**config.mk**
```make
export PLATFORM = sky130hd
export DESIGN_NAME = eight_to_three_encoder
export DESIGN_NICKNAME = d
export VERILOG_FILES = /design/src/rtl/eight_to_three_encoder_pkg.sv /design/src/rtl/eight_to_three_encoder_prio_enc8.sv /design/src/rtl/eight_to_three_encoder.sv
export SDC_FILE = /design/constraint.sdc
export NUM_CORES = 1
export LEC_CHECK = 0
export ABC_AREA = 1
export BUFFER_PORTS_ARGS = -buffer_cell sky130_fd_sc_hd__buf_2
export CORE_AREA = 2 2 39 41
export DETAILED_ROUTE_END_ITERATION = 8
export DIE_AREA = 0 0 41 43
export GPL_ROUTABILITY_DRIVEN = 0
export HOLD_SLACK_MARGIN = 0.02
export PLACE_DENSITY_LB_ADDON = 0.12
export SLEW_MARGIN = 20
export SYNTH_ARGS = -nofsm -noshare
export SYNTH_HDL_FRONTEND = slang
export SYNTH_SLANG_ARGS = --single-unit
```
**constraint.sdc**
```tcl
create_clock -name clk -period 1.5 [get_ports clk]
set_input_delay 0.075 -clock clk [delete_from_list [all_inputs] [get_ports clk]]
set_output_delay 0.075 -clock clk [all_outputs]
set_load 0.02 [all_outputs]
```
**src/rtl/eight_to_three_encoder_pkg.sv**
```systemverilog
// Shared types, widths and the priority-encode function for the request encoder.
package eight_to_three_encoder_pkg;

  localparam int N_REQ  = 8;
  localparam int CODE_W = 3;

  typedef enum logic {
    IDLE = 1'b0,
    HOLD = 1'b1
  } stateT;

  // Later hits overwrite earlier ones, so the scan order sets the priority.
  function automatic logic [CODE_W-1:0] prioEncode(input logic [N_REQ-1:0] req,
                                                   input logic highFirst);
    logic [CODE_W-1:0] idx;
    idx = '0;
    for (int i = 0; i < N_REQ; i++) begin
      if (highFirst) begin
        if (req[i]) idx = CODE_W'(i);
      end else begin
        if (req[N_REQ-1-i]) idx = CODE_W'(N_REQ-1-i);
      end
    end
    return idx;
  endfunction

endpackage

```
**src/rtl/eight_to_three_encoder_prio_enc8.sv**
```systemverilog
// Combinational priority winner select over eight request lines, plus an any-bit flag.
module prio_enc8
  import eight_to_three_encoder_pkg::*;
#(
  parameter bit HIGH_FIRST = 1'b1
) (
  input  logic [N_REQ-1:0]  i_req,
  output logic [CODE_W-1:0] o_idx,
  output logic              o_any
);

  assign o_idx = prioEncode(i_req, HIGH_FIRST);
  assign o_any = |i_req;

endmodule

```
**src/rtl/eight_to_three_encoder.sv**
```systemverilog
// Pending-request encoder with valid/ready handshake driving a 3-to-8 decoder select.
// Optional sticky overflow flag enabled by defining ENC_OVERFLOW_FLAG_EN.
module eight_to_three_encoder
  import eight_to_three_encoder_pkg::*;
#(
  parameter int HIGH_FIRST = 1
) (
  input  logic             clk,
  input  logic             rst,
  input  logic [N_REQ-1:0] d,
  input  logic             ready,
  output logic             s2,
  output logic             s1,
  output logic             s0,
  output logic             valid,
  output logic [N_REQ-1:0] pending
`ifdef ENC_OVERFLOW_FLAG_EN
  ,
  output logic             ovf
`endif
);

  stateT             r_state;
  stateT             w_stateNext;
  logic [CODE_W-1:0] r_code;
  logic [CODE_W-1:0] w_codeNext;
  logic [N_REQ-1:0]  r_pending;
  logic [N_REQ-1:0]  w_pendingNext;
  logic [N_REQ-1:0]  w_clearMask;
  logic [CODE_W-1:0] w_winner;
  logic              w_any;
  logic              w_load;

  prio_enc8 #(
    .HIGH_FIRST (HIGH_FIRST != 0)
  ) u_prio (
    .i_req (r_pending),
    .o_idx (w_winner),
    .o_any (w_any)
  );

  // A new code is loaded from IDLE, or from HOLD once the consumer takes the current one.
  always_comb begin
    w_stateNext = r_state;
    w_codeNext  = r_code;
    w_load      = 1'b0;
    case (r_state)
      IDLE: begin
        if (w_any) begin
          w_load      = 1'b1;
          w_stateNext = HOLD;
        end
      end
      HOLD: begin
        if (ready) begin
          if (w_any) w_load = 1'b1;
          else       w_stateNext = IDLE;
        end
      end
      default: w_stateNext = IDLE;
    endcase
    if (w_load) w_codeNext = w_winner;
    w_clearMask   = w_load ? (N_REQ'(1) << w_winner) : '0;
    w_pendingNext = (r_pending & ~w_clearMask) | d;
  end

  always_ff @(posedge clk) begin
    if (rst) begin
      r_state   <= IDLE;
      r_code    <= '0;
      r_pending <= '0;
    end else begin
      r_state   <= w_stateNext;
      r_code    <= w_codeNext;
      r_pending <= w_pendingNext;
    end
  end

`ifdef ENC_OVERFLOW_FLAG_EN
  logic r_ovf;

  // Sticky: a request that lands on an already-pending bit is merged and so lost.
  always_ff @(posedge clk) begin
    if (rst)                    r_ovf <= 1'b0;
    else if (|(r_pending & d))  r_ovf <= 1'b1;
  end

  assign ovf = r_ovf;
`endif

  assign {s2, s1, s0} = r_code;
  assign valid        = (r_state == HOLD);
  assign pending      = r_pending;

endmodule

```
==> metrics.md <==
| Metric | Value |
|---|---|
| Status | `complete, no violations` |
| Root buf cell | `clkbuf_4` |
| Multi-input gate area | `245 µm²` |
| Hold path depth | `3` |
| Fmax | `785 MHz` |
| Placed Area | `672 µm²` |
| Ant. Diodes | `0` |
| Worst Hold Endpoint | `pending[1]` |
| Clock Latency Late Sink | `0.27 ns` |
| Crit end category | `flip-flop` |
| Sequential-to-total area share from yosys stat | `43.1%` |
| Min cycle time layout | `1.27 ns` |
| Final Cycle Share | `84.9%` |
| Worst R2R End | `pending[2]` |
| Int Power | `559 µW` |
| Maxcap violations | `0` |
| DR iter-0 viols | `3` |
| Power per cell area | `1080 nW/µm²` |
| TritonCTS clock tree | `yes` |
| Detailed-route via count | `555` |
| Worst setup path class | `reg -> reg` |
| Tot Pwr | `797 µW` |
| Startpoint types | `flip-flop` |
| Vias/cell | `4.59` |
| Switching Fraction | `29.8%` |
| Synth Area in XOR/XNOR | `0%` |
| Clock sinks | `12` |
| Syn Area/Cell | `7.14 µm²` |
| H-tree depth | `1` |
| Register area | `240 µm²` |
| Hold Path Class | `in -> reg` |
| Number of routed nets with antenna violations | `0` |
| Ys async rst share | `0%` |
| Adder-cell area share of the yosys netlist | `0%` |
| Finished Cell Area | `738 µm²` |
| Dominant cells by area after synthesis | `dfxtp_1, nand2_1, a21oi_1` |
| Syn Inst Count | `78` |
| Synth area leader | `dfxtp_1` |
| Arrival @ worst endpoint | `1.44 ns` |
| Crit path required time | `1.66 ns` |
| Slew Limit Fails | `0` |
| Gr ovfl total | `0` |
| Ys Warns | `0` |
| WL final | `1140 µm` |
| Sequential share of power | `45.4%` |
| TritonCTS Buffers | `3` |
| Number of global-route vias before repair | `476` |
| IO Port Bufs | `22` |
| Slew HR | `75.5%` |
| Setup ws final | `0.226 ns` |
| Compound-Gate Fraction of Synth Area | `16.4%` |
| EDFF count, synth | `0` |
| R2R setup slack | `0.23 ns` |
| Maximum VDD drop | `0.675 mV` |
| Setup Viol. Count Final | `0` |
| Die Area | `1760 µm²` |
| Layout cell share with drive strength beyond 1 | `32.4%` |
| Setup repair bufs after CTS | `0` |
| Dpl ws | `0.226 ns` |
| Die H | `43 µm` |
| Area growth syn-to-layout | `32.6%` |
| Core Area | `1380 µm²` |
| Clock Power Share | `32.4%` |
| Simple-gate share of the synthesized area | `27.6%` |
| P_sw | `237 µW` |
| Initial core utilization | `40.2%` |
| Detail Placement HPWL | `846 µm` |
| Gr usage total | `16.0%` |
| Yosys reg bits | `12` |
| Final hold slack | `0.0277 ns` |
| CTS clock-pin slew for the worst setup and hold paths | `0.08 ns` |
| DRC violations left | `0` |
| Top-count cell post-synth | `nand2_1` |
| Setup_tns | `0 ns` |
| Primary FF master, synth | `dfxtp_1` |
| Min-delay src | `d[1]` |
| Die W | `41 µm` |
| Syn Nets | `89` |
| Initial antenna violation count | `0` |
| Slew @ Worst Pin | `0.367 ns` |
| Final hold viol count | `0` |
| Clock skew | `0.00476 ns` |
| Largest net degree at the start of global routing | `13` |
| Main combinational cell family by area after synthesis | `simple AND/OR/NAND/NOR gates` |
| Post-synth top cells | `nand2_1, inv_1, dfxtp_1` |
| Core Rows | `14` |
| Fill count | `151` |
| Nets | `117` |
| Distinct cells, synth | `21` |
| Io pins | `23` |
| R2R cell count | `7` |
| Crit-path max FO | `6` |
| Unrepaired setup endpoints after global routing | `false` |
| Comb pwr share | `22.2%` |
| Avg WL per Cell | `9.40 µm` |
| LEAKAGE | `0.000397 µW` |
| FF-to-FF Start | `valid` |
| DRT Pass-1 Iters | `4` |
| Mux contribution to synthesized area | `0%` |
| Yosys top cell area share | `43.1%` |
| Cell area after synthesis | `557 µm²` |
| First-pass GRT wire length | `1840 µm` |
| Deepest clock path buffer count | `2` |
==> worst max path at each step <==
stage / from / to / slack (ns) / depth (start not counted)
after floorplan: valid / pending[2] / 0.26 / 8
after global placement: valid / pending[0] / 0.23 / 7
after detailed placement: valid / pending[2] / 0.23 / 7
after CTS: valid / pending[2] / 0.21 / 7
after global routing: valid / pending[0] / 0.07 / 7
final: valid / pending[2] / 0.23 / 7
==> cell type report <==
class / instances / area share (%)
multi-input combinational: 49 / 33.2
sequential: 12 / 32.5
timing repair buffer: 25 / 19.0
inverter: 15 / 7.63
clock buffer: 4 / 4.92
tap: 16 / 2.71
==> cell usage in the layout (no fill, tap or decap) <==
cell,count
nand4_1,1
nor2_1,7
nor3_1,1
nor3_2,1
o211ai_1,1
a21oi_1,11
nand2_2,1
dfxtp_1,12
nand3_2,2
a21oi_2,1
o21ai_1,2
nand3_1,1
inv_2,2
inv_1,13
clkbuf_4,3
clkbuf_8,1
o21ai_0,2
nor2_2,1
nand2b_1,1
buf_2,22
nand2_1,15
or2_0,1
dlygate4sd3_1,3
==> timing repair <==
| item | in CTS | in global routing |
|---|---|---|
| gates resized for setup | 0 | 0 |
| endpoints found under the setup margin | 0 | 0 |
| hold endpoints to repair | 3 | 0 |
| hold buffers | 3 | 0 |
==> flip-flops by register name (all words and copies together) (netlist names) <==
register  cells
pending       8
valid         1
r_code        3
==> power groups by stage <==
stage	logic, µW	clock network (µW)	registers, µW
final	177	258	362
after CTS	179	266	363
after floorplan	88.6	0	403
after global placement	172	0	370
after detailed placement	172	0	370
after global routing	199	283	366
==> layer usage <==
metal / global-route usage (%) / vias to the layer above / share of wire (%)
li1: - / 298 / -
met4: 4.00 / 0 / 0.97
met2: 24.4 / 17 / 47
met5: 0 / - / 0
met3: 9.42 / 2 / 7.8
met1: 18.4 / 238 / 44
==> cell families (layout without fill, tap and decap cells) <==
kind of cell,after synthesis,in the layout
AO/OA/AOI/OAI,17,17
buffers and inverters,17,44
flip-flops,12,12
AND/OR/NAND/NOR,32,32
==> worst max-delay path, stage by stage (launching register included) <==
cell,delay (ns)
dfxtp_1,0.31
inv_1,0.05
or2_0,0.32
nand3_2,0.14
inv_2,0.10
nand4_1,0.11
nand2_1,0.09
a21oi_2,0.05
==> per-stage QoR <==
step / util [%] / cells
after global routing: 53.3 / 121
after global placement: 48.6 / 114
final: 53.3 / 121
after CTS: 53.3 / 121
after floorplan: - / 78
after detailed placement: 48.6 / 114
Power figures use the tool's default switching activity.
